$ cat src/rtl/apb_pkg.sv
`default_nettype none
// ==================================================================
// apb_pkg : shared FSM, command and response types for APB masters
// rev 1.0
// ==================================================================
package apb_pkg;

   localparam int APB_ADDR_W = 32;
   localparam int APB_DATA_W = 32;

   typedef enum logic [1:0] {
      IDLE   = 2'd0,
      SETUP  = 2'd1,
      ACCESS = 2'd2,
      RESP   = 2'd3
   } apb_state_e;

   typedef struct packed {
      logic                  write;
      logic [APB_ADDR_W-1:0] addr;
      logic [APB_DATA_W-1:0] wdata;
   } apb_cmd_t;

   typedef struct packed {
      logic [APB_DATA_W-1:0] rdata;
      logic                  err;
      logic                  timeout;
   } apb_rsp_t;

endpackage
`default_nettype wire

$ cat src/rtl/apb_master_bridge_if.sv
`default_nettype none
// ==================================================================
// apb_master_bridge_if : command/response ports plus APB3 bus signals
// rev 1.0
// ==================================================================
interface apb_master_bridge_if
   import apb_pkg::*;
#(
   parameter int ADDR_W = APB_ADDR_W,
   parameter int DATA_W = APB_DATA_W
) ();

   logic              cmd_valid;
   logic              cmd_ready;
   logic              cmd_write;
   logic [ADDR_W-1:0] cmd_addr;
   logic [DATA_W-1:0] cmd_wdata;

   logic              rsp_valid;
   logic              rsp_ready;
   logic [DATA_W-1:0] rsp_rdata;
   logic              rsp_err;
   logic              rsp_timeout;

   logic              PSEL;
   logic              PENABLE;
   logic              PWRITE;
   logic [ADDR_W-1:0] PADDR;
   logic [DATA_W-1:0] PWDATA;
   logic [DATA_W-1:0] PRDATA;
   logic              PREADY;
   logic              PSLVERR;

   // Bridge view: drives the APB request side and the response port.
   modport master (
      input  cmd_valid, cmd_write, cmd_addr, cmd_wdata,
      output cmd_ready,
      output rsp_valid, rsp_rdata, rsp_err, rsp_timeout,
      input  rsp_ready,
      output PSEL, PENABLE, PWRITE, PADDR, PWDATA,
      input  PRDATA, PREADY, PSLVERR
   );

   // Environment view: requester plus APB slave.
   modport slave (
      output cmd_valid, cmd_write, cmd_addr, cmd_wdata,
      input  cmd_ready,
      input  rsp_valid, rsp_rdata, rsp_err, rsp_timeout,
      output rsp_ready,
      input  PSEL, PENABLE, PWRITE, PADDR, PWDATA,
      output PRDATA, PREADY, PSLVERR
   );

endinterface
`default_nettype wire

$ cat src/rtl/apb_timeout_ctr.sv
`default_nettype none
// ==================================================================
// apb_timeout_ctr : saturating wait-state counter with clear/enable
// rev 1.0
// ==================================================================
module apb_timeout_ctr #(
   parameter int LIMIT = 16
) (
   input  wire logic clk,
   input  wire logic rst_n,
   input  wire logic i_clr,
   input  wire logic i_en,
   output logic      o_expired
);

   localparam int               CNT_W   = $clog2(LIMIT + 1);
   localparam logic [CNT_W-1:0] c_LIMIT = CNT_W'(LIMIT);
   localparam logic [CNT_W-1:0] c_LAST  = CNT_W'(LIMIT - 1);

   logic [CNT_W-1:0] r_cnt;

   always_ff @(posedge clk or negedge rst_n) begin
      if (!rst_n) begin
         r_cnt <= '0;
      end else if (i_clr) begin
         r_cnt <= '0;
      end else if (i_en && (r_cnt != c_LIMIT)) begin
         r_cnt <= r_cnt + CNT_W'(1);
      end
   end

   // High during the LIMIT-th waiting cycle: an abort taken at the end of
   // this cycle coincides with the count reaching LIMIT.
   assign o_expired = (r_cnt >= c_LAST);

endmodule
`default_nettype wire

$ cat src/rtl/apb_master_bridge.sv
`default_nettype none
// ==================================================================
// apb_master_bridge : single-outstanding command port to APB3 master
// rev 1.0
// ==================================================================
module apb_master_bridge
   import apb_pkg::*;
#(
   parameter int ADDR_W  = APB_ADDR_W,
   parameter int DATA_W  = APB_DATA_W,
   parameter int TIMEOUT = 16
) (
   input  wire logic            PCLK,
   input  wire logic            PRESETn,
   apb_master_bridge_if.master  apb_bus
);

   apb_state_e        r_state;
   apb_state_e        w_next;

   logic              r_cmd_ready;
   logic              r_pwrite;
   logic [ADDR_W-1:0] r_paddr;
   logic [DATA_W-1:0] r_pwdata;
   logic [DATA_W-1:0] r_rdata;
   logic              r_err;
   logic              r_timeout;

   logic              w_accept;
   logic              w_done;
   logic              w_abort;
   logic              w_expired;
   logic              w_psel;
   logic              w_penable;
   logic              w_rsp_valid;
   logic              w_cnt_clr;
   logic              w_cnt_en;

   always_ff @(posedge PCLK or negedge PRESETn) begin
      if (!PRESETn) begin
         r_state <= IDLE;
      end else begin
         r_state <= w_next;
      end
   end

   always_comb begin
      w_next      = r_state;
      w_psel      = 1'b0;
      w_penable   = 1'b0;
      w_rsp_valid = 1'b0;
      w_accept    = 1'b0;
      w_done      = 1'b0;
      w_abort     = 1'b0;
      case (r_state)
         IDLE: begin
            if (r_cmd_ready && apb_bus.cmd_valid) begin
               w_accept = 1'b1;
               w_next   = SETUP;
            end
         end
         SETUP: begin
            w_psel = 1'b1;
            w_next = ACCESS;
         end
         ACCESS: begin
            w_psel    = 1'b1;
            w_penable = 1'b1;
            if (apb_bus.PREADY) begin
               w_done = 1'b1;
               w_next = RESP;
            end else if (w_expired) begin
               w_abort = 1'b1;
               w_next  = RESP;
            end
         end
         RESP: begin
            w_rsp_valid = 1'b1;
            if (apb_bus.rsp_ready) begin
               w_next = IDLE;
            end
         end
         default: begin
            w_next = IDLE;
         end
      endcase
   end

   // Ready only in settled IDLE, so nothing is taken on the edge that leaves RESP.
   always_ff @(posedge PCLK or negedge PRESETn) begin
      if (!PRESETn) begin
         r_cmd_ready <= 1'b0;
      end else begin
         r_cmd_ready <= (w_next == IDLE);
      end
   end

   always_ff @(posedge PCLK or negedge PRESETn) begin
      if (!PRESETn) begin
         r_pwrite <= 1'b0;
         r_paddr  <= '0;
         r_pwdata <= '0;
      end else if (w_accept) begin
         r_pwrite <= apb_bus.cmd_write;
         r_paddr  <= apb_bus.cmd_addr;
         r_pwdata <= apb_bus.cmd_wdata;
      end
   end

   always_ff @(posedge PCLK or negedge PRESETn) begin
      if (!PRESETn) begin
         r_rdata   <= '0;
         r_err     <= 1'b0;
         r_timeout <= 1'b0;
      end else if (w_done) begin
         r_rdata   <= r_pwrite ? '0 : apb_bus.PRDATA;
         r_err     <= apb_bus.PSLVERR;
         r_timeout <= 1'b0;
      end else if (w_abort) begin
         r_rdata   <= '0;
         r_err     <= 1'b1;
         r_timeout <= 1'b1;
      end
   end

   assign w_cnt_clr = (r_state == SETUP);
   assign w_cnt_en  = (r_state == ACCESS) && !apb_bus.PREADY;

   generate
      if (TIMEOUT > 0) begin : g_timeout
         apb_timeout_ctr #(
            .LIMIT (TIMEOUT)
         ) u_timeout_ctr (
            .clk       (PCLK),
            .rst_n     (PRESETn),
            .i_clr     (w_cnt_clr),
            .i_en      (w_cnt_en),
            .o_expired (w_expired)
         );
      end else begin : g_no_timeout
         assign w_expired = 1'b0;
      end
   endgenerate

   // Strobes decode straight from the state so reset removes them at once.
   assign apb_bus.PSEL        = w_psel;
   assign apb_bus.PENABLE     = w_penable;
   assign apb_bus.PWRITE      = r_pwrite;
   assign apb_bus.PADDR       = r_paddr;
   assign apb_bus.PWDATA      = r_pwdata;
   assign apb_bus.cmd_ready   = r_cmd_ready;
   assign apb_bus.rsp_valid   = w_rsp_valid;
   assign apb_bus.rsp_rdata   = r_rdata;
   assign apb_bus.rsp_err     = r_err;
   assign apb_bus.rsp_timeout = r_timeout;

endmodule
`default_nettype wire

$ cat src/flat_wrapper.sv
// flat-port wrapper written by rule: the top's interface ports become plain ports
module apb_master_bridge_flat import apb_pkg::*;
#(
   parameter int ADDR_W  = APB_ADDR_W,
   parameter int DATA_W  = APB_DATA_W,
   parameter int TIMEOUT = 16
)
  (PCLK, PRESETn, apb_bus_cmd_valid, apb_bus_cmd_write, apb_bus_cmd_addr, apb_bus_cmd_wdata, apb_bus_cmd_ready, apb_bus_rsp_valid, apb_bus_rsp_rdata, apb_bus_rsp_err, apb_bus_rsp_timeout, apb_bus_rsp_ready, apb_bus_PSEL, apb_bus_PENABLE, apb_bus_PWRITE, apb_bus_PADDR, apb_bus_PWDATA, apb_bus_PRDATA, apb_bus_PREADY, apb_bus_PSLVERR);
  apb_master_bridge_if #(.ADDR_W(ADDR_W), .DATA_W(DATA_W)) apb_bus_i ();
  input  wire logic PCLK;
  input  wire logic PRESETn;
  input wire logic [$bits(apb_bus_i.cmd_valid)-1:0] apb_bus_cmd_valid;
  input wire logic [$bits(apb_bus_i.cmd_write)-1:0] apb_bus_cmd_write;
  input wire logic [$bits(apb_bus_i.cmd_addr)-1:0] apb_bus_cmd_addr;
  input wire logic [$bits(apb_bus_i.cmd_wdata)-1:0] apb_bus_cmd_wdata;
  output wire logic [$bits(apb_bus_i.cmd_ready)-1:0] apb_bus_cmd_ready;
  output wire logic [$bits(apb_bus_i.rsp_valid)-1:0] apb_bus_rsp_valid;
  output wire logic [$bits(apb_bus_i.rsp_rdata)-1:0] apb_bus_rsp_rdata;
  output wire logic [$bits(apb_bus_i.rsp_err)-1:0] apb_bus_rsp_err;
  output wire logic [$bits(apb_bus_i.rsp_timeout)-1:0] apb_bus_rsp_timeout;
  input wire logic [$bits(apb_bus_i.rsp_ready)-1:0] apb_bus_rsp_ready;
  output wire logic [$bits(apb_bus_i.PSEL)-1:0] apb_bus_PSEL;
  output wire logic [$bits(apb_bus_i.PENABLE)-1:0] apb_bus_PENABLE;
  output wire logic [$bits(apb_bus_i.PWRITE)-1:0] apb_bus_PWRITE;
  output wire logic [$bits(apb_bus_i.PADDR)-1:0] apb_bus_PADDR;
  output wire logic [$bits(apb_bus_i.PWDATA)-1:0] apb_bus_PWDATA;
  input wire logic [$bits(apb_bus_i.PRDATA)-1:0] apb_bus_PRDATA;
  input wire logic [$bits(apb_bus_i.PREADY)-1:0] apb_bus_PREADY;
  input wire logic [$bits(apb_bus_i.PSLVERR)-1:0] apb_bus_PSLVERR;
  assign apb_bus_i.cmd_valid = apb_bus_cmd_valid;
  assign apb_bus_i.cmd_write = apb_bus_cmd_write;
  assign apb_bus_i.cmd_addr = apb_bus_cmd_addr;
  assign apb_bus_i.cmd_wdata = apb_bus_cmd_wdata;
  assign apb_bus_cmd_ready = apb_bus_i.cmd_ready;
  assign apb_bus_rsp_valid = apb_bus_i.rsp_valid;
  assign apb_bus_rsp_rdata = apb_bus_i.rsp_rdata;
  assign apb_bus_rsp_err = apb_bus_i.rsp_err;
  assign apb_bus_rsp_timeout = apb_bus_i.rsp_timeout;
  assign apb_bus_i.rsp_ready = apb_bus_rsp_ready;
  assign apb_bus_PSEL = apb_bus_i.PSEL;
  assign apb_bus_PENABLE = apb_bus_i.PENABLE;
  assign apb_bus_PWRITE = apb_bus_i.PWRITE;
  assign apb_bus_PADDR = apb_bus_i.PADDR;
  assign apb_bus_PWDATA = apb_bus_i.PWDATA;
  assign apb_bus_i.PRDATA = apb_bus_PRDATA;
  assign apb_bus_i.PREADY = apb_bus_PREADY;
  assign apb_bus_i.PSLVERR = apb_bus_PSLVERR;
  apb_master_bridge #(.ADDR_W(ADDR_W), .DATA_W(DATA_W), .TIMEOUT(TIMEOUT)) u_core (.PCLK(PCLK), .PRESETn(PRESETn), .apb_bus(apb_bus_i));
endmodule
$ cat config.mk
export PLATFORM = sky130hd
export DESIGN_NAME = apb_master_bridge_flat
export DESIGN_NICKNAME = d
export VERILOG_FILES = /design/src/rtl/apb_pkg.sv /design/src/rtl/apb_master_bridge_if.sv /design/src/rtl/apb_timeout_ctr.sv /design/src/rtl/apb_master_bridge.sv /design/src/flat_wrapper.sv
export SDC_FILE = /design/constraint.sdc
export NUM_CORES = 1
export LEC_CHECK = 0
export CELL_PAD_IN_SITES_DETAIL_PLACEMENT = 1
export CELL_PAD_IN_SITES_GLOBAL_PLACEMENT = 2
export CORE_MARGIN = 2
export CORE_UTILIZATION = 27
export DETAILED_ROUTE_END_ITERATION = 10
export GPL_TIMING_DRIVEN = 0
export PLACE_DENSITY_LB_ADDON = 0.1
export SLEW_MARGIN = 40
export SYNTH_ARGS = -nofsm -noshare
export SYNTH_HDL_FRONTEND = slang
export SYNTH_SLANG_ARGS = --single-unit
$ cat constraint.sdc
create_clock -name PCLK -period 3.7 [get_ports PCLK]
set_input_delay 0.74 -clock PCLK [delete_from_list [all_inputs] [get_ports PCLK]]
set_output_delay 0.74 -clock PCLK [all_outputs]
set_load 0.01 [all_outputs]
==> results of run 1 <==
==> routing by layer <==
metal	vias to the layer above	track usage, %	part of all wire, %
met5	-	0	0
met4	0	6.012	1.5
met3	13	3.214	5.1
met2	95	24.57	50
met1	1566	18.81	44
li1	1424	-	-
==> Yosys cell counts <==
cell      count
o21ai_0       4
o31a_1        1
a21boi_0      1
nor3b_1       1
or4bb_1       1
or4_1         1
or3_1         1
a22o_1       32
nand3_1       4
a22oi_1       1
nand2_1       1
a221oi_1      1
or3_4         1
a211oi_2      1
and4_1        1
and2_1        1
buf_2        10
nand2b_1      1
nor2_1        6
nor2b_1       1
or4_4         1
nor4bb_1      1
o21a_1        2
or2_2         1
mux2_2       65
ha_1          8
dfrtp_1     107
nand3b_1      1
o21ai_2       1
clkbuf_1      3
inv_1         7
a21oi_1       5
and3_1        1
==> power groups by stage <==
| stage | clock, mW | sequential [mW] | combinational [mW] |
|---|---|---|---|
| floorplan | 0 | 2.25 | 0.847 |
| global placement | 0 | 2.00 | 2.53 |
| detailed placement | 0 | 2.03 | 2.57 |
| CTS | 1.06 | 2.01 | 2.58 |
| global route | 1.10 | 2.08 | 2.72 |
| finish | 1.02 | 2.00 | 2.53 |
==> worst max-delay path, stage by stage, from the launching register on <==
cell and delay (ns):
dfrtp_1 0.43, inv_1 0.14, ha_1 0.36, clkdlybuf4s50_1 0.61
==> layout make-up <==
| cell class | count | area, sq um |
|---|---|---|
| Clock buffer | 12 | 256.5 |
| Buffer | 13 | 61.31 |
| Timing Repair Buffer | 206 | 2085 |
| Tap cell | 188 | 235.2 |
| Multi-Input combinational cell | 147 | 1385 |
| Inverter | 7 | 26.28 |
| Fill cell | 1548 | 8307 |
| Sequential cell | 107 | 2678 |
| Clock inverter | 4 | 56.30 |
==> registers in the layout, indices dropped and copies added, names as in the netlist <==
signal	cells
u_core.apb_bus.PADDR	32
u_core.apb_bus.PWDATA	32
u_core.apb_bus.rsp_rdata	32
u_core.g_timeout.u_timeout_ctr.r_cnt	5
u_core.r_state	2
u_core.apb_bus.PWRITE	1
u_core.apb_bus.cmd_ready	1
u_core.apb_bus.rsp_err	1
u_core.apb_bus.rsp_timeout	1
==> cell families after synthesis <==
| group | synth area share, % |
|---|---|
| simple gates | 3.829 |
| fa+ha+maj | 2.412 |
| flops | 64.52 |
| compound gates | 9.497 |
| buf+inv | 2.110 |
| mux | 17.64 |
==> path summary, 6_finish.rpt <==
kind	startpoint	endpoint	slack, ns	cells past startpoint
worst min-delay path	PRESETn	u_core.apb_bus.PADDR[29]$_DFFE_PN0P_	0.25	1
min in group PCLK	u_core.apb_bus.PADDR[23]$_DFFE_PN0P_	u_core.apb_bus.PADDR[23]$_DFFE_PN0P_	0.50	1
worst max-delay path	u_core.r_state[0]$_DFF_PN0_	apb_bus_PENABLE	1.08	3
worst max register to register	u_core.g_timeout.u_timeout_ctr.r_cnt[0]$_DFFE_PN0P_	u_core.apb_bus.rsp_rdata[30]$_DFFE_PN0P_	1.52	7
worst min register to register	u_core.apb_bus.PADDR[23]$_DFFE_PN0P_	u_core.apb_bus.PADDR[23]$_DFFE_PN0P_	0.50	1
max in group asynchronous	PRESETn	u_core.apb_bus.PADDR[21]$_DFFE_PN0P_	2.81	2
==> through the flow <==
stage               setup WS (ns)  instances  hold slack, ns  util, %
floorplan                   1.743        274          0.4444        -
finish                      1.076        684          0.2506    44.95
detailed placement          1.214        668          0.4897    42.88
global placement           -2.497        667          0.4796    42.66
CTS                         1.038        684          0.2503    44.95
global route               0.9659        684          0.2587    44.95
==> out/metrics.csv, run 1 <==
metric;value;unit
die-area;16380;sq um
finalHoldViolCount;0;
ctsHoldBuffers;0;
start_kind;register;
p_per_area;816.6;nW/um^2
min_period;2.624;ns
synth_top_area_share;64.52;%
post-dp-hpwl;9.048;mm
required;2.96;ns
cts_htree_levels;3;
p_int;3.852;mW
antenna_found_initial;0;
drv_slew;0;
min_path_type;in -> async;
path_clk_slew;0.07;ns
cts_setup_buffers;0;
pwr-share-comb;45.6;%
rsz0062_at_grt;false;
synth_cells;274;
power.switching;1.686;mW
clkLatencyLatePin;0.35;ns
overflow;0;
cts_sinks;107;
syn_avg_cell_area;15.15;sq um
core;15090;sq um
synth_top_cell_by_area;dfrtp_1;
antenna_cells;0;
syn_area;4150;sq um
grt_pass1_wl;18.33;mm
fp.dieH;128.0;microns
grt_max_degree;72;
placed_cell_area;6470;sq um
synth_seq_cells;107;
ys_top_cells_by_area;dfrtp_1 65%, mux2_2 18%, a22o_1 6.8%;
avgViaCountPerCell;4.529;
portBuffers;205;
layout_common_cells;204 x clkdlybuf4s50_1, 107 x dfrtp_1, 65 x mux2_2;
final.setup_skew;0.005035;ns
setup_violations;0;
nets;602;
fin_tns_setup;0;ns
grt_usage;14.80;%
fp.dieW;128.0;microns
yosysWarnings;0;
clkPwrFrac;18.3;%
root_buffer;clkbuf_16;
cts-buffers-inserted;9;
clock_path_buffers;2;
slew_headroom;56.59;%
p_seq_share;36.0;%
routed_wl;11.92;mm
io-pin-count;206;
drtAntennaViolNets;0;
tritoncts;yes;
arrival;1.88;ns
vias;3098;
gp_congestion;0.7152;
totalPowerFinal;5.539;mW
first_iter_violations;95;
path_class;reg -> out;
synth_cell_type_count;33;
finalCritPeriodShare;70.92;%
synth_nets;385;
ctsResizeCount;0;
drt_first_pass_iters;4;
yosysSeqAreaShare;64.52;%
wl_per_cell;17.42;microns
initial_core_util;27.50;%
cp-end-kind;primary output;
max_freq;381.1;MHz
status;complete, no violations;
rows;45;
grt_pass1_vias;3281;
power_leakage;2.874;nW
tightest_slew;0.6511;ns
fin_area;6783;sq um
worstPathMaxFanout;8;
drc;0;
drive_above_1_share;19.56;%
drv_cap;0;
final_common_cell;clkdlybuf4s50_1;
swShare;30.44;%
ir_drop;0.2528;mV
areaGrowthSynthToFinish;63.43;%
Note: power is estimated with default switching activity, not from simulation.
==> inputs of run 2 (changes only) <==
- CORE_UTILIZATION: 27 -> 25
- clock period: 3.7 -> 2.45 ns (I/O delays scaled with it)
==> run 2 against run 1 <==
  * Non-clock buffer count unchanged
  * Global-route usage fell by 0.94 points
  * Sequential cell count stayed put
  * Cell count increased by 4.5%
  * Clock power rose by 46%
  * Setup slack got worse by 0.91 ns
  * Clock skew increased by 0.00098 ns
  * Via count increased by 1.1%
  * Design area increased by 0.48%
  * Sequential power up 52%
  * Power up 50%
  * Critical path type unchanged
  * Critical endpoint unchanged
  * Highest routed layer unchanged
==> out/metrics.csv, run 2 (same netlist as run 1, synthesis figures left out) <==
metric;value;unit
min_period;2.282;ns
placed_cell_area;6510;sq um
avgViaCountPerCell;4.379;
crit_chain;inv_1, ha_2, clkdlybuf4s50_1;
ir_drop;0.3762;mV
grt_usage;13.86;%
wl_per_cell;16.80;microns
tritoncts;yes;
drv_slew;0;
min_path_type;in -> async;
grt_pass1_wl;19.14;mm
setup_ws;0.1684;ns
grt_pass1_vias;3473;
finalHoldViolCount;0;
path_class;reg -> out;
slew_headroom;53.60;%
layout_common_cells;204 x clkdlybuf4s50_1, 107 x dfrtp_1, 65 x mux2_2;
startpoint;u_core.r_state[0]$_DFF_PN0_;
drt_first_pass_iters;3;
status;complete, no violations;
fin_cells;715;
drive_above_1_share;19.80;%
seq_area;2678;sq um
cpMaxStageDelayCell;clkdlybuf4s50_1;
rsz0062_at_grt;false;
final.setup_skew;0.006013;ns
clkLatencyLatePin;0.34;ns
antenna_found_initial;0;
finalCritPeriodShare;93.13;%
final_common_cell;clkdlybuf4s50_1;
p_per_area;1222;nW/um^2
arrival;1.79;ns
ctsHoldBuffers;0;
fin_area;6815;sq um
fillers;1684;
overflow;0;
portBuffers;205;
core;16410;sq um
drv_cap;0;
rows;47;
tightest_slew;0.6867;ns
cts_sinks;107;
gp_congestion;0.7320;
root_buffer;clkbuf_16;
worstPathMaxFanout;8;
drtAntennaViolNets;0;
nets;602;
antenna_cells;0;
fin_tns_setup;0;ns
start_kind;register;
die-area;17650;sq um
drc;0;
setup_violations;0;
routed_wl;12.01;mm
fp.dieW;132.8;microns
grt_max_degree;65;
cts-buffers-inserted;9;
vias;3131;
cp-end-kind;primary output;
areaGrowthSynthToFinish;64.21;%
path_clk_slew;0.07;ns
cts_htree_levels;3;
whs;0.02447;ns
first_iter_violations;49;
initial_core_util;25.30;%
io-pin-count;206;
slowest_delay;0.56;ns
worst_r2r_startpoint;u_core.g_timeout.u_timeout_ctr.r_cnt[0]$_DFFE_PN0P_;
required;1.96;ns
power_leakage;2.863;nW
multi_input_area;1388;sq um
dp_slack;0.1534;ns
place_inst;700;
clock_path_buffers;2;
fp.dieH;132.8;microns
max_freq;438.3;MHz
post-dp-hpwl;9.068;mm
run 2: changes by cell type in the layout (fill, tap and decap cells not counted), sizes merged:
cell	before	now
inv	9	7
clkinvlp	0	2
clkbuf	15	14
run 2: worst max-delay path: cells and delay by family, from the launching register on:
| kind | cells | cell delay, ns |
|---|---|---|
| buffers and inverters | 2 | 0.72 |
| flip-flops | 1 | 0.43 |
| adder cells (fa/ha/maj) | 1 | 0.29 |
run 2: stage by stage:
stage | util (%) | power [mW]
after global routing | 41.54 | 8.858
after global placement | 39.48 | 6.834
after detailed placement | 39.68 | 6.942
after CTS | 41.52 | 8.488
final | 41.54 | 8.325
after floorplan | - | 4.684
run 2: area by class of cell:
cell class / count / share of cell area [%]
buffer: 13 / 0.8996
clock buffer: 11 / 3.708
clock inverter: 4 / 0.7343
inverter: 7 / 0.3855
multi-input combinational: 147 / 20.36
sequential: 107 / 39.29
tap: 220 / 4.039
timing repair buffer: 206 / 30.59
run 2: timing repair:
action | 4_1_cts | 5_1_grt
setup buffers | 0 | 0
setup endpoints to repair | 0 | 1
gates resized for setup | 0 | 1
run 2: final timing paths:
kind                                                            end  depth (start not counted)  slack, ns
setup reg to reg            u_core.apb_bus.rsp_rdata[9]$_DFFE_PN0P_                          7       0.17
setup / recovery                                    apb_bus_PENABLE                          3       0.17
max in group asynchronous  u_core.apb_bus.rsp_rdata[24]$_DFFE_PN0P_                          2       1.79
hold reg to reg                u_core.apb_bus.PWDATA[0]$_DFFE_PN0P_                          1       0.50
min in group PCLK              u_core.apb_bus.PWDATA[0]$_DFFE_PN0P_                          1       0.50
hold / removal                 u_core.apb_bus.PWDATA[4]$_DFFE_PN0P_                          1       0.02
run 2: metal layers:
metal | vias up | wire length, microns | global-route usage, % | part of all wire, %
met5 | - | 0 | 0 | 0
met4 | 0 | 229 | 5.556 | 1.9
met3 | 17 | 940 | 4.444 | 7.8
met2 | 132 | 5585 | 22.37 | 46
met1 | 1557 | 5256 | 17.25 | 44
li1 | 1425 | - | - | -
run 2: power breakdown:
part           leakage [nW]  internal [mW]  total, mW  switching (mW)
sequential             1.32           2.59       3.03           0.434
combinational          1.40           2.37       3.81            1.44
clock                 0.144          0.842       1.49           0.644
==> inputs of run 3 (changes only) <==
- SLEW_MARGIN: 40 -> 20
==> run 3 against run 2 <==
  * Critical path depth did not move
  * Design area barely moved
  * Core utilization barely moved
  * Cell count did not move
  * Clock power barely moved
  * Power barely moved
  * Clock-buffer cell count did not move
  * Critical endpoint unchanged
  * Largest power group unchanged
  * Highest routed layer unchanged
==> out/metrics.csv, run 3 (same netlist as run 1, synthesis figures left out) <==
metric;value;unit
status;complete, no violations;
core;16410;sq um
drc;0;
startpoint;u_core.r_state[0]$_DFF_PN0_;
post-dp-hpwl;9.069;mm
grt_pass1_wl;19.14;mm
setup_ws;0.1684;ns
finalCritPeriodShare;93.13;%
overflow;0;
clkLatencyLatePin;0.34;ns
cpMaxStageDelayCell;clkdlybuf4s50_1;
ctsHoldBuffers;0;
grt_usage;13.86;%
finalHoldViolCount;0;
layout_common_cells;204 x clkdlybuf4s50_1, 107 x dfrtp_1, 65 x mux2_2;
slowest_delay;0.56;ns
cp-end-kind;primary output;
fp.dieW;132.8;microns
final_common_cell;clkdlybuf4s50_1;
root_buffer;clkbuf_16;
drive_above_1_share;19.80;%
arrival;1.79;ns
first_iter_violations;49;
portBuffers;205;
totalPowerFinal;8.325;mW
drtAntennaViolNets;0;
min_path_type;in -> async;
fin_tns_setup;0;ns
placed_cell_area;6506;sq um
worstPathMaxFanout;8;
antenna_cells;0;
grt_max_degree;65;
required;1.96;ns
setup_violations;0;
fin_cells;715;
p_per_area;1222;nW/um^2
rsz0062_at_grt;false;
max_freq;438.3;MHz
io-pin-count;206;
die-area;17650;sq um
drt_first_pass_iters;3;
power_leakage;2.861;nW
clock_path_buffers;2;
final.setup_skew;0.006013;ns
cts_htree_levels;3;
whs;0.06007;ns
drv_slew;0;
crit_buf_inv;2;
fp.dieH;132.8;microns
crit_chain;inv_1, ha_2, clkdlybuf4s50_1;
ir_drop;0.3762;mV
path_clk_slew;0.07;ns
antenna_found_initial;0;
routed_wl;12.01;mm
avgViaCountPerCell;4.379;
drv_cap;0;
cts_sinks;107;
place_inst;700;
initial_core_util;25.30;%
fin_util;41.52;%
nets;602;
cts_setup_buffers;0;
fin_area;6812;sq um
critPathTopFamily;buffers and inverters;
rows;47;
tightest_slew;0.6867;ns
dp_slack;0.1534;ns
slew_headroom;53.60;%
grt_pass1_vias;3473;
cts-buffers-inserted;9;
gp_congestion;0.7320;
vias;3131;
min_period;2.282;ns
wl_per_cell;16.80;microns
tritoncts;yes;
areaGrowthSynthToFinish;64.12;%
worst_r2r_startpoint;u_core.g_timeout.u_timeout_ctr.r_cnt[0]$_DFFE_PN0P_;
start_kind;register;
path_class;reg -> out;
==> run 3: cell count changes in the layout (fill, tap and decap cells not counted) <==
cell / previous run / this run
buf_6: 0 / 1
buf_8: 1 / 0
==> run 3: area by class of cell <==
| class | count | area (sq um) |
|---|---|---|
| clock inverters | 4 | 50.05 |
| clock buffers | 11 | 252.7 |
| fillers | 1683 | 9595 |
| multi-input cells | 147 | 1388 |
| flip-flops and latches | 107 | 2678 |
| well taps | 220 | 275.3 |
| repair buffers | 206 | 2081 |
| inverters | 7 | 26.28 |
| plain buffers | 13 | 61.31 |
==> run 3: what timing repair did <==
| action | 4_1_cts | 5_1_grt |
|---|---|---|
| endpoints found under the setup margin | 0 | 1 |
| endpoints found under the hold margin | 0 | 0 |
| gates resized for setup | 0 | 1 |
==> run 3: worst register-to-register path, stage by stage (launching register included) <==
cell,delay [ns]
dfrtp_1,0.44
ha_1,0.24
and3_1,0.17
ha_1,0.21
or3_4,0.38
o21ai_2,0.27
buf_2,0.32
a22o_1,0.19
==> run 3: metal layers <==
layer / up-vias / track usage, % / wire length [microns]
li1: 1425 / - / -
met3: 17 / 4.444 / 940
met2: 132 / 22.37 / 5585
met4: 0 / 5.556 / 229
met1: 1557 / 17.25 / 5256
met5: - / 0 / 0
==> run 3: final timing paths <==
path	depth (start not counted)	end	slack, ns
worst max-delay path	3	apb_bus_PENABLE	0.17
worst min-delay path	1	u_core.apb_bus.PWDATA[4]$_DFFE_PN0P_	0.06
worst max register to register	7	u_core.apb_bus.rsp_rdata[9]$_DFFE_PN0P_	0.17
worst min register to register	1	u_core.apb_bus.PWDATA[0]$_DFFE_PN0P_	0.50
max in group asynchronous	2	u_core.apb_bus.rsp_rdata[24]$_DFFE_PN0P_	1.72
min in group PCLK	1	u_core.apb_bus.PWDATA[0]$_DFFE_PN0P_	0.50
==> run 3: power by group <==
group	internal [mW]	switching [mW]	total [mW]
clock network	0.842	0.644	1.49
registers	2.59	0.434	3.03
logic	2.37	1.44	3.81
total	5.80	2.52	8.32
